[src/rtl/reaction_pkg.sv]
// reaction_pkg: shared FSM states, counter-control codes and helpers
// for the multi-player reaction arbiter.
package reaction_pkg;

    typedef enum logic [1:0] {
        IDLE,
        ARMED,
        GO,
        DONE
    } state_t;

    localparam logic [1:0] CF_CLEAR = 2'b00;
    localparam logic [1:0] CF_STOP  = 2'b01;
    localparam logic [1:0] CF_RUN   = 2'b10;

    // Galois toggle mask for x^32 + x^22 + x^2 + x + 1
    localparam logic [31:0] LFSR_TAPS = 32'h8020_0003;

    function automatic int wid_w(input int n);
        return (n > 1) ? $clog2(n) : 1;
    endfunction

endpackage

[src/rtl/rise_detect.sv]
// rise_detect: one-cycle pulse on a 0->1 transition of a level input.
// The history flop follows the input every cycle, including during clear.
module rise_detect (
    input  logic clk_50M,
    input  logic din,
    output logic rise
);

    logic hist;

    always_ff @(posedge clk_50M) begin
        hist <= din;
    end

    assign rise = din & ~hist;

endmodule

[src/rtl/reaction_arbiter.sv]
// reaction_arbiter: multi-player reaction timer with foul/timeout/winner.
// Define REACT_FIXED_DELAY_EN for a fixed DELAY_MIN delay without the LFSR.
module reaction_arbiter
    import reaction_pkg::*;
#(
    parameter int          NUM_PLAYERS     = 2,
    parameter int          CNT_W           = 32,
    parameter int          DELAY_MIN       = 100000000,
    parameter int          DELAY_SPAN_LOG2 = 28,
    parameter int          TIMEOUT_CYC     = 500000000,
    parameter logic [31:0] LFSR_SEED       = 32'hACE1_2D5B,
    localparam int         WID_W           = wid_w(NUM_PLAYERS)
) (
    input  logic                         clk_50M,
    input  logic                         clear,
    input  logic                         start,
    input  logic [NUM_PLAYERS-1:0]       stop,
    output logic                         LED,
    output logic [1:0]                   CounterFlag,
    output logic [NUM_PLAYERS-1:0]       foul,
    output logic [NUM_PLAYERS-1:0]       done,
    output logic [NUM_PLAYERS-1:0]       timed_out,
    output logic [NUM_PLAYERS*CNT_W-1:0] react_time,
    output logic [WID_W-1:0]             winner_id,
    output logic                         winner_valid
);

    if (NUM_PLAYERS < 1 || NUM_PLAYERS > 8 ||
        64'(TIMEOUT_CYC) >= (64'd1 << CNT_W) ||
        64'(DELAY_MIN) + (64'd1 << DELAY_SPAN_LOG2) >= (64'd1 << CNT_W))
    begin : g_bad_cfg
        $error("reaction_arbiter: invalid player count or counter width");
    end

    state_t                              state, state_n;
    logic [CNT_W-1:0]                    wait_cnt, wait_cnt_n;
    logic [CNT_W-1:0]                    react_cnt, react_cnt_n;
    logic [CNT_W-1:0]                    delay_target, delay_target_n;
    logic [CNT_W-1:0]                    delay_pick;
    logic [NUM_PLAYERS-1:0][CNT_W-1:0]   rt, rt_n;
    logic [NUM_PLAYERS-1:0]              foul_n, done_n, to_n;
    logic [NUM_PLAYERS-1:0]              stop_rise, hit;
    logic [WID_W-1:0]                    wid_n;
    logic [1:0]                          cf_n;
    logic                                led_n, wv_n, start_rise;

    rise_detect u_start_rd (
        .clk_50M (clk_50M),
        .din     (start),
        .rise    (start_rise)
    );

    for (genvar i = 0; i < NUM_PLAYERS; i++) begin : g_stop_rd
        rise_detect u_stop_rd (
            .clk_50M (clk_50M),
            .din     (stop[i]),
            .rise    (stop_rise[i])
        );
    end

`ifdef REACT_FIXED_DELAY_EN
    assign delay_pick = CNT_W'(DELAY_MIN);
`else
    logic [31:0] lfsr;

    always_ff @(posedge clk_50M) begin
        if (clear)
            lfsr <= LFSR_SEED;
        else
            lfsr <= (lfsr >> 1) ^ (lfsr[0] ? LFSR_TAPS : 32'd0);
    end

    assign delay_pick = CNT_W'(DELAY_MIN) + CNT_W'(lfsr[DELAY_SPAN_LOG2-1:0]);
`endif

    always_comb begin
        state_n        = state;
        wait_cnt_n     = wait_cnt;
        react_cnt_n    = react_cnt;
        delay_target_n = delay_target;
        rt_n           = rt;
        foul_n         = foul;
        done_n         = done;
        to_n           = timed_out;
        wid_n          = winner_id;
        wv_n           = winner_valid;
        cf_n           = CounterFlag;
        led_n          = LED;
        hit            = '0;
        unique case (state)
            IDLE, DONE: begin
                if (start_rise) begin
                    state_n        = ARMED;
                    delay_target_n = delay_pick;
                    wait_cnt_n     = '0;
                    rt_n           = '0;
                    foul_n         = '0;
                    done_n         = '0;
                    to_n           = '0;
                    wv_n           = 1'b0;
                    cf_n           = CF_CLEAR;
                    led_n          = 1'b0;
                end
            end
            ARMED: begin
                wait_cnt_n = wait_cnt + 1'b1;
                foul_n     = foul | (stop_rise & ~done);
                done_n     = done | stop_rise;
                if (&done_n) begin
                    state_n = DONE;
                    cf_n    = CF_STOP;
                end else if (wait_cnt == delay_target - 1'b1) begin
                    state_n     = GO;
                    led_n       = 1'b1;
                    cf_n        = CF_RUN;
                    react_cnt_n = '0;
                end
            end
            GO: begin
                react_cnt_n = react_cnt + 1'b1;
                hit         = stop_rise & ~done;
                done_n      = done | hit;
                for (int i = 0; i < NUM_PLAYERS; i++) begin
                    if (hit[i])
                        rt_n[i] = react_cnt;
                end
                // descending scan leaves the lowest simultaneous index
                if (|hit && !winner_valid) begin
                    wv_n = 1'b1;
                    for (int i = NUM_PLAYERS - 1; i >= 0; i--) begin
                        if (hit[i])
                            wid_n = WID_W'(i);
                    end
                end
                if (&done_n || react_cnt == CNT_W'(TIMEOUT_CYC - 1)) begin
                    state_n = DONE;
                    led_n   = 1'b0;
                    cf_n    = CF_STOP;
                    for (int i = 0; i < NUM_PLAYERS; i++) begin
                        if (!done_n[i])
                            rt_n[i] = CNT_W'(TIMEOUT_CYC);
                    end
                    to_n   = ~done_n;
                    done_n = '1;
                end
            end
            default: ;
        endcase
    end

    always_ff @(posedge clk_50M) begin
        if (clear) begin
            state        <= IDLE;
            wait_cnt     <= '0;
            react_cnt    <= '0;
            delay_target <= '0;
            rt           <= '0;
            foul         <= '0;
            done         <= '0;
            timed_out    <= '0;
            winner_id    <= '0;
            winner_valid <= 1'b0;
            CounterFlag  <= CF_CLEAR;
            LED          <= 1'b0;
        end else begin
            state        <= state_n;
            wait_cnt     <= wait_cnt_n;
            react_cnt    <= react_cnt_n;
            delay_target <= delay_target_n;
            rt           <= rt_n;
            foul         <= foul_n;
            done         <= done_n;
            timed_out    <= to_n;
            winner_id    <= wid_n;
            winner_valid <= wv_n;
            CounterFlag  <= cf_n;
            LED          <= led_n;
        end
    end

    assign react_time = rt;

endmodule
[config.mk]
export PLATFORM = sky130hd
export DESIGN_NAME = reaction_arbiter
export DESIGN_NICKNAME = d
export VERILOG_FILES = /design/src/rtl/reaction_pkg.sv /design/src/rtl/rise_detect.sv /design/src/rtl/reaction_arbiter.sv
export SDC_FILE = /design/constraint.sdc
export NUM_CORES = 1
export LEC_CHECK = 0
export BUFFER_PORTS_ARGS = -buffer_cell sky130_fd_sc_hd__buf_2
export CAP_MARGIN = 20
export CORE_ASPECT_RATIO = 1.75
export CORE_MARGIN = 3
export CORE_UTILIZATION = 40
export DETAILED_ROUTE_END_ITERATION = 12
export GPL_ROUTABILITY_DRIVEN = 0
export PLACE_DENSITY = 0.57
export SYNTH_ARGS = -nofsm -noshare
export SYNTH_HDL_FRONTEND = slang
export SYNTH_SLANG_ARGS = --single-unit
[constraint.sdc]
create_clock -name clk_50M -period 3.8 [get_ports clk_50M]
set_input_delay 0.38 -clock clk_50M [delete_from_list [all_inputs] [get_ports clk_50M]]
set_output_delay 0.38 -clock clk_50M [all_outputs]
set_load 0.02 [all_outputs]
## After elaboration in Yosys (flattened, before gate mapping)

Index checks and enable logic that the tools add are counted.

| operators by class | value |
|---|---|
| bitwise logic cells | 13 |
| reduce and logical (&&, ||, !) cells | 21 |
| muxes and demuxes | 36 |
| equal/unequal tests | 11 |
| add/subtract/negate cells | 4 |

Operators by type and width:

| kind | number |
|---|---|
| $mux 32 | 8 |
| $mux 64 | 2 |
| $pmux 32 s2 | 2 |
| $pmux 64 s2 | 1 |
| $add 32x1->32 const B | 2 |
| $eq 32x29->1 const B | 1 |
| $eq 32x32->1 | 1 |
| $sub 32x1->32 const B | 1 |
| $xor 31x32->32 | 1 |
| $add 27x28->29 const A | 1 |
| $mux 2 | 9 |
| $pmux 2 s3 | 3 |
| $reduce_and 3->1 | 5 |
| $ne 2x2->1 const B | 5 |
| $reduce_and 2->1 | 5 |
| $pmux 2 s2 | 2 |
| $reduce_bool 2->1 | 4 |
| $mux 1 | 7 |
| $or 2x2->2 | 3 |
| $eq 2x2->1 const B | 2 |
| $not 2->2 | 2 |
| $reduce_and 4->1 | 1 |
| $reduce_or 2->1 | 2 |
| $and 1x1->1 | 3 |
| 10 further kinds | 12 |

| storage, ports and cells | value |
|---|---|
| register bits | 208 |
| output and inout port bits | 75 |
| word-level logic and storage cells | 102 |
| input port bits | 5 |

## Longest topological paths before layout

| logic depth | value |
|---|---|
| depth in word-level cells | 8 |
| mapped depth | 14 |
| depth with buffers taken out | 11 |

## By module

Synthesis repeated with hierarchy kept, for this count alone.

| unflattened totals | value |
|---|---|
| cell total of the unflattened synthesis | 1160 |
| area, all modules | 9320.2 µm² |

By module, submodules not included:

| module | area each (µm²) | instances | sequential area each (µm²) | cells an instance |
|---|---|---|---|---|
| reaction_arbiter | 9218.8 | 1 | 4043.9 | 1154 |
| rise_detect | 33.8 | 3 | 20.0 | 2 |

## Least setup slack after synthesis

No wires, ideal clock.

| timing | value |
|---|---|
| path type | register -> register |
| start point | register delay_target[0] |
| end point | register react_cnt[14] |
| path slack | 610 ps |
| cell stages (with the launch flop) | 13 |
| arrival time | 3058 ps |
| period minus slack after synthesis | 3190 ps |
| cells stage by stage | dfxtp_1 -> inv_1 -> ha_1 -> nor4b_2 -> nand4_1 -> or4_1 -> a32o_1 -> nor4_2 -> nand4_2 -> buf_6 -> a211oi_1 -> a21bo_2 -> a21oi_1 |

| between the ends | value |
|---|---|
| word-level cells in the longest chain between the ends | 4 |

Ends and longest elaborated chain:

| what | RTL line | source |
|---|---|---|
| from (decl) | reaction_arbiter.sv:38 | `logic [CNT_W-1:0] delay_target, delay_target_n;` |
| from (signal assigned) | reaction_arbiter.sv:169 | `delay_target <= delay_target_n;` |
| $sub 32x1->32 | reaction_arbiter.sv:112 | `end else if (wait_cnt == delay_target - 1'b1) begin` |
| $eq 32x32->1 | reaction_arbiter.sv:112 |  |
| $ne 2x2->1 (no source line) | -- |  |
| $reduce_and 3->1 (no source line) | -- |  |
| to (signal assigned) | reaction_arbiter.sv:168 | `react_cnt <= react_cnt_n;` |
| to (decl) | reaction_arbiter.sv:37 | `logic [CNT_W-1:0] react_cnt, react_cnt_n;` |

Every way passes these cells.
A chain may end at the register's enable or synchronous reset.

## Worst setup path after layout

| timing | value |
|---|---|
| start point | register delay_target[0] |
| end point | register react_cnt[12] |

The elaborated chain is that of the path after synthesis.

==> run_summary.xml <==
<?xml version="1.0" encoding="UTF-8"?>
<metrics>
  <group name="layout">
    <metric name="syn_to_final_growth" unit="%">15.48</metric>
    <metric name="nNetsFinal" unit="">1244</metric>
    <metric name="antennaDiodeCount" unit="">0</metric>
    <metric name="drive_above_1_share" unit="%">15.17</metric>
    <metric name="total_area_of_multi_input_combinational_cells" unit="mm^2">0.005097</metric>
    <metric name="finalCoreUtilization" unit="%">47.03</metric>
    <metric name="register_area" unit="mm^2">0.004104</metric>
    <metric name="postLayoutCellArea" unit="mm^2">0.01097</metric>
    <metric name="final.fill_count" unit="">2382</metric>
  </group>
  <group name="place">
    <metric name="postPlaceCellArea" unit="mm^2">0.01024</metric>
    <metric name="io_buffers" unit="">79</metric>
    <metric name="detailed_place_hpwl" unit="mm">19.64</metric>
  </group>
  <group name="drt">
    <metric name="drt_first_iter_violations" unit="">445</metric>
    <metric name="totalWireLength" unit="mm">26.70</metric>
    <metric name="routed_antenna_nets" unit="">0</metric>
    <metric name="detailedRoute.firstPassIterationCount" unit="">5</metric>
    <metric name="dr_total_vias" unit="">8426</metric>
    <metric name="detail_route.drc_violations" unit="">0</metric>
    <metric name="via_density_per_instance" unit="">5.436</metric>
    <metric name="avgRoutedWirePerCell" unit="um">17.23</metric>
  </group>
  <group name="power">
    <metric name="power.density_cell_area" unit="mW/mm^2">572.6</metric>
    <metric name="static-leakage-power" unit="nW">3.966</metric>
    <metric name="power_consumption" unit="mW">6.284</metric>
    <metric name="worst_ir_drop_vdd" unit="mV">0.3744</metric>
  </group>
  <group name="grt">
    <metric name="grt.total_usage" unit="%">21.08</metric>
    <metric name="vias_in_the_first_global_route" unit="">8295</metric>
    <metric name="grt_antenna_before_repair" unit="">0</metric>
    <metric name="globalRouteOverflowTotal" unit="">0</metric>
    <metric name="grt_start_max_net_pins" unit="">43</metric>
    <metric name="grt_pass1_wl" unit="mm">43.35</metric>
  </group>
  <group name="worst_setup_path">
    <metric name="critical_path_arrival" unit="ps">3950</metric>
    <metric name="worst_reg2reg_startpoint" unit="">delay_target[0]$_SDFFE_PP0P_</metric>
    <metric name="critPathKind" unit="">reg2reg</metric>
    <metric name="worst_setup_path_start_kind" unit="">register</metric>
    <metric name="startpoint_of_the_most_critical_setup_path" unit="">delay_target[0]$_SDFFE_PP0P_</metric>
    <metric name="worst-path-max-fanout" unit="">12</metric>
    <metric name="critPathRequiredTime" unit="ps">4240</metric>
    <metric name="endpoint_kind" unit="">register</metric>
  </group>
  <group name="timing">
    <metric name="rsz0062_at_grt" unit="">false</metric>
    <metric name="timing.final.hold_violations" unit="">0</metric>
    <metric name="period_minus_slack" unit="ps">3514</metric>
    <metric name="setup-violations-final" unit="">0</metric>
    <metric name="max_clock_skew" unit="ps">9.867</metric>
    <metric name="fin_setup_tns" unit="ps">0</metric>
    <metric name="max_fclk" unit="MHz">284.5</metric>
    <metric name="worst-slew-pin-transition" unit="ps">830.9</metric>
    <metric name="final-max-slew-violation-count" unit="">0</metric>
    <metric name="max_slew_margin" unit="%">44.47</metric>
    <metric name="hold-worst-slack" unit="ps">53.29</metric>
    <metric name="final_min_period_over_clock_period" unit="%">92.48</metric>
  </group>
  <group name="yosys">
    <metric name="number_of_cells_produced_by_synthesis" unit="">1164</metric>
    <metric name="netlist.area_leader.share" unit="%">43.19</metric>
    <metric name="synth_cell_types" unit="">62</metric>
    <metric name="synth_enable_flop_cells" unit="">0</metric>
    <metric name="post_synth_main_area_contributors" unit="">dfxtp_1 43%, a21oi_1 7.5%, nand2_1 7.1%</metric>
    <metric name="ys_dominant_reg_cell" unit="">dfxtp_1</metric>
    <metric name="top_cells_by_instance_count_after_synthesis" unit="">205 x dfxtp_1, 181 x nand2_1, 143 x a21oi_1</metric>
    <metric name="yosysMostFrequentCell" unit="">dfxtp_1</metric>
    <metric name="syn_avg_cell_area" unit="um^2">8.164</metric>
    <metric name="synth_area" unit="mm^2">0.009503</metric>
    <metric name="syn-num-nets" unit="">1175</metric>
    <metric name="asyncSetResetFlopFracSynth" unit="%">0</metric>
    <metric name="yosysSeqAreaShare" unit="%">43.19</metric>
    <metric name="ys.warnings.count" unit="">0</metric>
    <metric name="synth-seq-cells" unit="">205</metric>
    <metric name="post-synth-top-area-cell" unit="">dfxtp_1</metric>
  </group>
  <group name="clocking">
    <metric name="number_of_h_tree_branching_levels" unit="">1</metric>
    <metric name="max-clock-path-buffers" unit="">3</metric>
    <metric name="clk_latency" unit="ps">510</metric>
    <metric name="clock_tree_from_tritoncts" unit="">done</metric>
    <metric name="cts.reportedPaths.clkPinSlew" unit="ps">60</metric>
    <metric name="tritoncts_num_sinks" unit="">205</metric>
    <metric name="cts_buffers" unit="">21</metric>
    <metric name="cts_root_buffer" unit="">clkbuf_16</metric>
    <metric name="post-cts-setup-buffer-count" unit="">0</metric>
  </group>
  <group name="worst_hold_path">
    <metric name="min_path_type" unit="">in2reg</metric>
    <metric name="hp-start" unit="">start</metric>
  </group>
  <group name="run_status">
    <metric name="outcome" unit="">completed</metric>
  </group>
  <group name="die">
    <metric name="die_height" unit="um">209.9</metric>
    <metric name="initial_core_util" unit="%">40.73</metric>
    <metric name="dieWidth" unit="um">122.5</metric>
    <metric name="coreArea" unit="mm^2">0.02333</metric>
    <metric name="top_level_ports" unit="">80</metric>
    <metric name="floorplan.rows" unit="">74</metric>
    <metric name="die_area" unit="mm^2">0.02572</metric>
  </group>
  <group name="job">
    <metric name="cap_violations" unit="">0</metric>
  </group>
</metrics>
report_power, final:
part | switching [mW] | total, mW | leakage [nW] | internal (mW)
Clock | 0.853 | 2.10 | 0.339 | 1.25
Combinational | 1.18 | 1.77 | 1.96 | 0.591
Sequential | 0.149 | 2.41 | 1.67 | 2.26
state kept, by name, summed over array words and instances (netlist names):
signal,cells
LED,1
foul,2
winner_valid,1
done,2
delay_target,29
wait_cnt,32
lfsr,32
react_time,64
u_start_rd.hist,1
winner_id,1
state,2
react_cnt,32
CounterFlag,2
timed_out,2
g_stop_rd.u_stop_rd.hist,2
critical path, cell delays in order (launching register included):
cell and delay (ps):
dfxtp_1 350, inv_1 70, ha_1 210, nor4b_4 320, nand4_1 160, or4_1 500, a32o_1 270, nor4_2 320
nand4_2 220, and2_1 340, or4_1 540, a21oi_1 150
layout by cell type (no fill, tap or decap), drive strengths merged, types with 17 or more instances in the layout:
cell / instances
a211oi: 17
a21oi: 143
buf: 109
clkbuf: 29
dfxtp: 205
nand2: 181
nand3: 41
nand4: 26
nor2: 124
nor2b: 22
nor3: 21
o21ai: 23
or2: 20
or3: 17
xnor2: 68
xor2: 31
cell type report:
type	count	share of cell area (%)
Clock buffer	29	5.518
Clock inverter	7	0.8551
Inverter	14	0.4788
Multi-Input combinational cell	880	46.45
Sequential cell	205	37.40
Tap cell	304	3.466
Timing Repair Buffer	111	5.837
through the flow:
stage,setup slack (ps),cells
6_report,285.6,1550
5_1_grt,7.926,1550
4_1_cts,206.5,1550
3_5_place_dp,236.4,1512
3_3_place_gp,286.6,1512
2_1_floorplan,609.7,1164
path summary, 6_finish.rpt:
kind | end | slack [ps] | depth (start not counted)
setup / recovery | react_cnt[12]$_SDFFE_PP0P_ | 290 | 11
hold / removal | u_start_rd.hist$_DFF_P_ | 50 | 1
setup reg to reg | react_cnt[12]$_SDFFE_PP0P_ | 290 | 11
hold reg to reg | lfsr[27]$_SDFF_PP1_ | 410 | 1
what timing repair did:
item / in CTS / in global routing
endpoints found under the hold margin: 2 / 0
setup endpoints to repair: 0 / 16
hold buffers: 2 / 0
resized for setup: 0 / 3
cell families (layout without fill, tap and decap cells):
kind of cell | after synthesis | count (layout) | share of synthesized area, %
compound gates | 240 | 240 | 15.73
xor+xnor | 99 | 99 | 9.124
fa+ha+maj | 6 | 6 | 0.7900
buf+inv | 79 | 161 | 3.410
flops | 205 | 205 | 43.19
mux | 3 | 3 | 0.3160
simple gates | 532 | 532 | 27.44
routing by layer:
layer / wire (um) / global-route usage, % / part of all wire [%]
met1: 9540 / 21.42 / 36
met2: 14930 / 40.88 / 56
met3: 774 / 2.238 / 2.9
met4: 1456 / 11.18 / 5.5
met5: 0 / 0 / 0
(Power assumes the default switching activity.)
